===== config.mk =====
export PLATFORM = sky130hd
export DESIGN_NAME = fetch_sequencer
export DESIGN_NICKNAME = d
export VERILOG_FILES = /design/src/rtl/fetch_sequencer.sv
export SDC_FILE = /design/constraint.sdc
export NUM_CORES = 1
export LEC_CHECK = 0
export ABC_CLOCK_PERIOD_IN_PS = 1650
export CAP_MARGIN = 5
export CORE_ASPECT_RATIO = 2
export CORE_MARGIN = 2
export CORE_UTILIZATION = 43
export CTS_BUF_LIST = sky130_fd_sc_hd__clkbuf_8
export CTS_CLUSTER_SIZE = 25
export DETAILED_ROUTE_END_ITERATION = 16
export HOLD_SLACK_MARGIN = 0.08
export PLACE_DENSITY = 0.86
export REMOVE_ABC_BUFFERS = 1
export SLEW_MARGIN = 20
export SYNTH_ARGS = -nofsm -noshare
export SYNTH_HDL_FRONTEND = slang
export SYNTH_SLANG_ARGS = --single-unit

===== constraint.sdc =====
create_clock -name clk -period 1.65 [get_ports clk]
set_input_delay 0.495 -clock clk [delete_from_list [all_inputs] [get_ports clk]]
set_output_delay 0.495 -clock clk [all_outputs]
set_load 0.05 [all_outputs]

===== src/rtl/fetch_sequencer.sv =====
// Instruction-fetch sequencer: owns the PC, issues single-outstanding word fetches,
// buffers one instruction for decode and applies execute-stage redirects.
//
// state  | meaning
// -------+-----------------------------------------------------------
// BOOT   | first cycle after reset, no request yet
// REQ    | request presented at pc, waiting for imem_req_ready
// WAIT   | request accepted, waiting for the response (drop = discard it)
// HOLD   | instruction buffered, presented to decode
// FAULT  | misaligned redirect seen, frozen until reset
module fetch_sequencer #(
    parameter logic [31:0] RESET_PC = 32'h0000_0000
) (
    input  logic        clk,
    input  logic        rst_n,
    output logic        imem_req_valid,
    output logic [31:0] imem_req_addr,
    input  logic        imem_req_ready,
    input  logic        imem_resp_valid,
    input  logic [31:0] imem_resp_data,
    input  logic        jump_flag,
    input  logic [31:0] jump_target,
    output logic        if_valid,
    output logic [31:0] if_pc,
    output logic [31:0] if_inst,
    input  logic        if_ready,
    output logic        fetch_fault,
    output logic [31:0] fetch_count
);

    typedef enum logic [2:0] {
        S_BOOT,
        S_REQ,
        S_WAIT,
        S_HOLD,
        S_FAULT
    } state_t;

    state_t      state;
    state_t      state_nx;
    logic [31:0] pc;
    logic [31:0] pc_nx;
    logic        drop;
    logic        drop_nx;
    logic [31:0] if_pc_nx;
    logic [31:0] if_inst_nx;
    logic [31:0] count_nx;
    logic        fault_nx;

    logic redirect;
    logic misaligned;
    logic req_hs;
    logic dec_hs;

    assign redirect   = jump_flag && (state != S_FAULT);
    assign misaligned = (jump_target[1:0] != 2'b00);
    assign req_hs     = (state == S_REQ) && imem_req_ready;
    assign dec_hs     = (state == S_HOLD) && if_ready;

    // The request address is the PC register itself, so it cannot glitch or
    // move while a request is pending unless a redirect reloads the PC.
    assign imem_req_addr = pc;

    always_comb begin
        state_nx   = state;
        pc_nx      = pc;
        drop_nx    = drop;
        if_pc_nx   = if_pc;
        if_inst_nx = if_inst;
        count_nx   = fetch_count;
        fault_nx   = fetch_fault;

        if (redirect && misaligned) begin
            state_nx = S_FAULT;
            fault_nx = 1'b1;
        end else begin
            case (state)
                S_BOOT: begin
                    if (redirect) begin
                        pc_nx = jump_target;
                    end
                    state_nx = S_REQ;
                end

                S_REQ: begin
                    if (redirect) begin
                        pc_nx = jump_target;
                        if (req_hs) begin
                            // old address already went out; its response is stale
                            state_nx = S_WAIT;
                            drop_nx  = 1'b1;
                        end
                    end else if (req_hs) begin
                        state_nx = S_WAIT;
                        drop_nx  = 1'b0;
                    end
                end

                S_WAIT: begin
                    if (redirect) begin
                        pc_nx = jump_target;
                        if (imem_resp_valid) begin
                            drop_nx  = 1'b0;
                            state_nx = S_REQ;
                        end else begin
                            drop_nx = 1'b1;
                        end
                    end else if (imem_resp_valid) begin
                        if (drop) begin
                            drop_nx  = 1'b0;
                            state_nx = S_REQ;
                        end else begin
                            if_inst_nx = imem_resp_data;
                            if_pc_nx   = pc;
                            pc_nx      = pc + 32'd4;
                            state_nx   = S_HOLD;
                        end
                    end
                end

                S_HOLD: begin
                    if (redirect) begin
                        pc_nx    = jump_target;
                        state_nx = S_REQ;
                    end else if (dec_hs) begin
                        count_nx = fetch_count + 32'd1;
                        state_nx = S_REQ;
                    end
                end

                S_FAULT: begin
                    state_nx = S_FAULT;
                end

                default: begin
                    state_nx = S_BOOT;
                end
            endcase
        end
    end

    // Handshake outputs are registered from the next state so they always
    // match the state register without any decode after the flops.
    always_ff @(posedge clk or negedge rst_n) begin
        if (!rst_n) begin
            state          <= S_BOOT;
            pc             <= RESET_PC;
            drop           <= 1'b0;
            imem_req_valid <= 1'b0;
            if_valid       <= 1'b0;
            if_pc          <= 32'h0000_0000;
            if_inst        <= 32'h0000_0000;
            fetch_fault    <= 1'b0;
            fetch_count    <= 32'h0000_0000;
        end else begin
            state          <= state_nx;
            pc             <= pc_nx;
            drop           <= drop_nx;
            imem_req_valid <= (state_nx == S_REQ);
            if_valid       <= (state_nx == S_HOLD);
            if_pc          <= if_pc_nx;
            if_inst        <= if_inst_nx;
            fetch_fault    <= fault_nx;
            fetch_count    <= count_nx;
        end
    end

endmodule


==> impl_metrics.tcl, run 1 <==
set metrics [dict create \
    synth_top_area_frac 0.544 \
    grt_max_degree 52 \
    yosys_warnings 0 \
    synth_most_common_cell "nand2_1" \
    synth_area_leaders "dfrtp_1 54%, nand2_1 14%, xnor2_1 3.4%" \
    cts.sinks 135 \
    gp_congestion 0.887 \
    worst_endpoint_kind "register data pin" \
    netlist_area_mm2 0.00620 \
    ys_top_cells_by_count "228 x nand2_1, 135 x dfrtp_1, 30 x a21oi_1, 30 x nand3_1, 24 x xnor2_1" \
    io_pins 201 \
    grt_overflow_total 1123 \
    rows 62 \
    place_ws_ps -931 \
    worst_endpoint "imem_req_addr[17]$_DFFE_PN0P_/D" \
    synth-edff-count 0 \
    avgSynthCellArea_um2 9.30 \
    async_reset_ff_frac 1.00 \
    ys_types 63 \
    yosysTopAreaCell "dfrtp_1" \
    grt_usage 0.963 \
    stop_stage "global routing (5_1_grt)" \
    max-clock-path-buffers 2 \
    fp.dieW_um 88.9 \
    error_line "[ERROR GRT-0232] Routing congestion too high. Check the congestion heatmap in the GUI." \
    io_buffers 200 \
    numCtsBuffers 17 \
    netlist_instances 667 \
    die_y_um 174 \
    synth-seq-cells 135 \
    cts-htree-levels 4 \
    yosys_most_used_dff "dfrtp_1" \
    cts_root_buffer "clkbuf_8" \
    status "stopped before the end" \
    initial_core_util 0.435 \
    ys_seq_area_frac 0.544 \
    hpwl_mm 16.9 \
]
cells by family after synthesis:
| group | count (synthesis) | share of synthesized area |
|---|---|---|
| xor+xnor | 31 | 0.0438 |
| fa+ha+maj | 2 | 0.00403 |
| simple gates | 364 | 0.276 |
| compound gates | 93 | 0.0966 |
| flops | 135 | 0.544 |
| buf+inv | 39 | 0.0296 |
| mux | 3 | 0.00504 |
per-stage QoR:
stage	setup TNS (ps)	cell area [um2]	utilization	cells	hold slack, ps
floorplan	-113630	6040	-	634	199
global placement	-77850	10700	0.746	1147	421
detailed placement	-82460	10700	0.746	1147	422
CTS	-13710	12900	0.901	1260	506
routing by layer:
layer	GRT overflow	global-route usage
met5	0	0.140
met4	230	1.07
met3	9	0.678
met2	878	1.25
met1	6	0.886
what timing repair did:
action	CTS
hold buffers	1
endpoints found under the hold margin	32
pin swaps	113
buffers inserted	68
setup endpoints to repair	164
cloned	15
gates resized for setup	246
==> run 2, diff against run 1 <==
==> config.mk (replaced) <==
export PLATFORM = sky130hd
export DESIGN_NAME = fetch_sequencer
export DESIGN_NICKNAME = d
export VERILOG_FILES = /design/src/rtl/fetch_sequencer.sv
export SDC_FILE = /design/constraint.sdc
export NUM_CORES = 1
export LEC_CHECK = 0
export ABC_CLOCK_PERIOD_IN_PS = 2150
export CAP_MARGIN = 5
export CORE_MARGIN = 2
export CORE_UTILIZATION = 40
export DETAILED_ROUTE_END_ITERATION = 16
export PLACE_DENSITY_LB_ADDON = 0.15
export REMOVE_ABC_BUFFERS = 1
export SLEW_MARGIN = 20
export SYNTH_ARGS = -nofsm -noshare
export SYNTH_HDL_FRONTEND = slang
export SYNTH_SLANG_ARGS = --single-unit
==> constraint.sdc (replaced) <==
create_clock -name clk -period 2.15 [get_ports clk]
set_input_delay 0.645 -clock clk [delete_from_list [all_inputs] [get_ports clk]]
set_output_delay 0.645 -clock clk [all_outputs]
set_load 0.05 [all_outputs]
==> run 2 against run 1 <==
Synthesized cell count is the same; area after synthesis is the same; the flow now finishes without violations.
==> impl_metrics.tcl, run 2 <==
set metrics [dict create \
    status "finished clean" \
    async_reset_ff_frac 1.00 \
    reg2reg_to "imem_req_addr[28]" \
    synth-edff-count 0 \
    rows 45 \
    initial_core_util 0.408 \
    worstPathRequired_ps 2440 \
    avgSynthCellArea_um2 9.30 \
    dp_cells 1083 \
    critical_path.slowest_cell "or4b_1" \
    endpoint_kind "flip-flop" \
    p_leak_nw 4.81 \
    area_growth_pct 48.0 \
    nFillCells 1334 \
    grt_overflow_total 0 \
    cts-htree-levels 4 \
    clk_latency_ps 410 \
    synth_most_common_cell "nand2_1" \
    antenna_left 0 \
    synth-seq-cells 135 \
    grt_usage 0.218 \
    min_period_ps 2100 \
    synth_area_leaders "dfrtp_1 54%, nand2_1 14%, xnor2_1 3.4%" \
    cts_tree "built" \
    fin_cells 1115 \
    rsz0062_at_grt "no" \
    nets 987 \
    io_pins 201 \
    layout-drive-gt1-share 0.227 \
    skew_ps 5.89 \
    min_path_type "input pin to async pin" \
    max_freq_ghz 0.475 \
    vias 5780 \
    regToRegSetupSlack_ps 170 \
    ys_seq_area_frac 0.544 \
    ctsHoldBuffers 0 \
    clk_pin_slew_worst_paths_ps 50 \
    finalPower_w 0.00538 \
    yosys_warnings 0 \
    cp-start-kind "input pin" \
    first_iter_violations 351 \
    path_delay_family "simple AND/OR/NAND/NOR gates" \
    period_share 0.979 \
    netlist_area_mm2 0.00620 \
    gp_congestion 0.928 \
    synth_top_area_frac 0.544 \
    drtPass1Iterations 4 \
    dieArea_mm2 0.0165 \
    peakVddDrop_v 0.000514 \
    path_buf_inv 1 \
    crit_type "input pin to flip-flop" \
    hold_viol 0 \
    yosysTopAreaCell "dfrtp_1" \
    mostFrequentLayoutCell "nand2_1" \
    drt_wl_total_mm 17.8 \
    core_area_mm2 0.0152 \
    cts.sinks 135 \
    grt_pass1_vias 5643 \
    fp.dieW_um 129 \
    grt_pass1_wl_mm 28.4 \
    via_per_inst 5.18 \
    setup_viol 0 \
    die_y_um 129 \
    cpPeakStageDelay_ps 510 \
    r2r_cells 7 \
    ys_top_cells_by_count "228 x nand2_1, 135 x dfrtp_1, 30 x a21oi_1, 30 x nand3_1, 24 x xnor2_1" \
    max-clock-path-buffers 2 \
    layout.cells.most_common_list "227 x nand2_1, 143 x buf_4, 134 x dfrtp_1" \
    grt_max_degree 45 \
    cp_data_arrival_time_ps 2390 \
    io_buffers 200 \
    slew_headroom 0.668 \
    cts_root_buffer "clkbuf_16" \
    diodes 0 \
    numCtsBuffers 17 \
    maxCapViolCount 0 \
    yosys_most_used_dff "dfrtp_1" \
    tightest_slew_ps 501 \
    drv_slew 0 \
    antenna_found_initial 0 \
    r2r-start "imem_req_addr[2]" \
    cp_max_fo 5 \
    hpwl_mm 13.0 \
    worstPathCellList "clkdlybuf4s50_1 > and2_1 > o32a_2 > or4b_1 > o21ai_1 > a21oi_1" \
    route.detailed.drc 0 \
    netlist_instances 667 \
    avgRoutedWirePerCell_um 16.0 \
    ys_types 63 \
    power.density_mw_per_mm2 586 \
]
[run 2: worst max path at each step]
stage | slack [ps] | startpoint | end | depth (start not counted)
after global routing | 6 | jump_flag | fetch_count[20] | 6
final | 50 | jump_flag | imem_req_addr[11] | 6
after detailed placement | -420 | jump_flag | imem_req_addr[24] | 7
after CTS | 8 | jump_flag | imem_req_addr[24] | 7
after global placement | -360 | jump_flag | imem_req_addr[11] | 6
after floorplan | -1880 | jump_flag | imem_req_addr[26] | 5
[run 2: logic make-up (layout without fill, tap and decap cells)]
group	after synthesis	after routing	share of synthesized area
and+or+nand+nor	364	364	0.276
DFF	135	135	0.544
AOI/OAI and AO/OA	93	93	0.0966
buffers and inverters	39	299	0.0296
xor gates and xnor gates	31	31	0.0438
muxes	3	3	0.00504
adders and majority gates	2	2	0.00403
[run 2: cell type report]
type                    instances  area (um2)  share of cell area
multi-input cells             493        2690               0.293
clock buffers                  23         488              0.0531
clock inverters                 8        48.8             0.00531
flip-flops and latches        135        3380               0.368
well taps                     188         235              0.0256
repair buffers                262        2320               0.252
inverters                       6        22.5             0.00245
[run 2: per-layer routing]
metal	part of all wire	vias to the layer above	global-route usage	wire length (um)
met2	0.48	191	0.355	8640
met1	0.44	2785	0.287	7890
met5	0	-	0	0
met4	0.012	0	0.0735	218
met3	0.060	14	0.0561	1060
li1	-	2790	-	-
[run 2: stage by stage]
stage	util	hold slack, ps	setup WS (ps)	instance area, um2	TNS, ps
after detailed placement	0.570	463	-418	8670	-31090
after floorplan	-	349	-1880	6040	-71940
after global routing	0.604	162	5.64	9180	0
after global placement	0.570	458	-358	8670	-25530
after CTS	0.602	147	7.71	9160	0
final	0.604	154	45.4	9180	0
[run 2: report_power, final]
part	switching [W]	internal (W)	total [W]
logic	0.0000868	0.000130	0.000217
registers	0.000000000000615	0.00254	0.00254
clock network	0.00104	0.00158	0.00262
total	0.00113	0.00425	0.00538
[run 2: timing repair]
item	in CTS	in global routing
setup buffers	0	1
endpoints found under the setup margin	40	9
pin swaps	0	1
resized for setup	40	6
No activity file was read; power rests on OpenSTA's default activity.
==> run 3, diff against run 2 <==
--- a/config.mk
+++ b/config.mk
@@ -6,9 +6,9 @@
 export NUM_CORES = 1
 export LEC_CHECK = 0
 export ABC_CLOCK_PERIOD_IN_PS = 2150
-export CAP_MARGIN = 5
+export CAP_MARGIN = 20
 export CORE_MARGIN = 2
-export CORE_UTILIZATION = 40
+export CORE_UTILIZATION = 35
 export DETAILED_ROUTE_END_ITERATION = 16
 export PLACE_DENSITY_LB_ADDON = 0.15
 export REMOVE_ABC_BUFFERS = 1
==> run 3 against run 2 <==
Register-to-register slack about the same; sequential power about the same; global-route usage decreased by 2.0 points; first-iteration DRC count decreased by 27%; design area increased by 0.54%; total power increased by 6.3%; flip-flop and latch count unchanged; combinational power about the same; routed wire length increased by 2.2%.
==> impl_metrics.tcl, run 3 (synthesis results as in run 2) <==
set metrics [dict create \
    fin_cells 1153 \
    peakVddDrop_v 0.000529 \
    avgRoutedWirePerCell_um 15.8 \
    via_per_inst 5.05 \
    power.density_mw_per_mm2 619 \
    finalPower_w 0.00572 \
    min_path_type "input pin to async pin" \
    io_pins 201 \
    hold_viol 0 \
    tightest_slew_ps 516 \
    io_buffers 200 \
    antenna_left 0 \
    max_freq_ghz 0.492 \
    period_share 0.945 \
    endpoint_kind "flip-flop" \
    skew_ps 8.96 \
    cp_data_arrival_time_ps 2320 \
    first_iter_violations 255 \
    drtPass1Iterations 4 \
    crit_type "input pin to flip-flop" \
    grt_usage 0.199 \
    p_leak_nw 4.82 \
    cts-htree-levels 4 \
    maxCapViolCount 0 \
    dp_cells 1118 \
    core_area_mm2 0.0173 \
    diodes 0 \
    area_growth_pct 48.8 \
    clk_latency_ps 420 \
    slew_headroom 0.658 \
    status "finished clean" \
    vias 5822 \
    hpwl_mm 13.4 \
    route.detailed.drc 0 \
    nets 987 \
    grt_pass1_wl_mm 29.4 \
    mostFrequentLayoutCell "nand2_1" \
    cp_max_fo 10 \
    ctsHoldBuffers 0 \
    min_period_ps 2030 \
    layout-drive-gt1-share 0.223 \
    initial_core_util 0.359 \
    antenna_found_initial 0 \
    layout.cells.most_common_list "228 x nand2_1, 147 x buf_4, 135 x dfrtp_1" \
    clk_pin_slew_worst_paths_ps 60 \
    rsz0062_at_grt "no" \
    numCtsBuffers 17 \
    grt_pass1_vias 5756 \
    rows 48 \
    max-clock-path-buffers 2 \
    drt_wl_total_mm 18.2 \
    drv_slew 0 \
    cts_root_buffer "clkbuf_16" \
    die_y_um 137 \
    grt_max_degree 53 \
    cp-start-kind "input pin" \
    dieArea_mm2 0.0188 \
    grt_overflow_total 0 \
    fp.dieW_um 137 \
    setup_viol 0 \
    cts_tree "built" \
    gp_congestion 0.911 \
    cts.sinks 135 \
    holdWs_ps 103 \
    worstPathRequired_ps 2440 \
]
==> run 3: worst paths after layout <==
check                                 start                 to  slack [ps]  depth (start not counted)
max                         imem_resp_valid  imem_req_addr[29]         120                          7
min                                   rst_n    fetch_count[16]         100                          1
max reg2reg                imem_req_addr[2]  imem_req_addr[28]         160                          7
min reg2reg                     fetch_fault        fetch_fault         470                          1
max in group asynchronous             rst_n  imem_req_addr[18]        1420                          2
min in group clk                fetch_fault        fetch_fault         470                          1
==> run 3: timing repair <==
action                                  in CTS  in global routing
gates resized for setup                     39                  1
setup buffers                                0                  3
endpoints found under the setup margin      39                  7
pin swaps                                    0                  2
==> run 3: power breakdown <==
part,leakage (nW),switching [W],internal (W)
Sequential,1.87,0.000000000000709,0.00254
Combinational,2.67,0.0000841,0.000129
Clock,0.288,0.00112,0.00184
==> run 3: layout make-up <==
| class | count | area (um2) |
|---|---|---|
| clock buffer | 19 | 443 |
| clock inverter | 13 | 155 |
| fill | 1588 | 8060 |
| inverter | 6 | 22.5 |
| multi-input combinational | 493 | 2670 |
| sequential | 135 | 3380 |
| tap | 225 | 282 |
| timing repair buffer | 262 | 2280 |
==> run 3: metal layers <==
layer | vias up | track usage | part of all wire
met3 | 18 | 0.0489 | 0.063
met2 | 189 | 0.327 | 0.48
met4 | 0 | 0.0619 | 0.012
met1 | 2822 | 0.258 | 0.44
met5 | - | 0 | 0
li1 | 2793 | - | -
==> run 3: per-stage QoR <==
step	setup TNS [ps]	cell area, um2	worst slack [ps]	utilization
global placement	-24170	8660	-308	0.501
global route	0	9230	7.31	0.534
detailed placement	-28630	8660	-374	0.501
CTS	0	9210	62.3	0.532
finish	0	9230	119	0.534
floorplan	-71940	6040	-1880	-
==> run 3: worst max-delay path, stage by stage <==
cell and delay [ps]:
clkdlybuf4s50_1 510, and4bb_2 320, o211ai_2 150, buf_4 230, or3_1 300, o21ai_0 100, a211oi_2 60
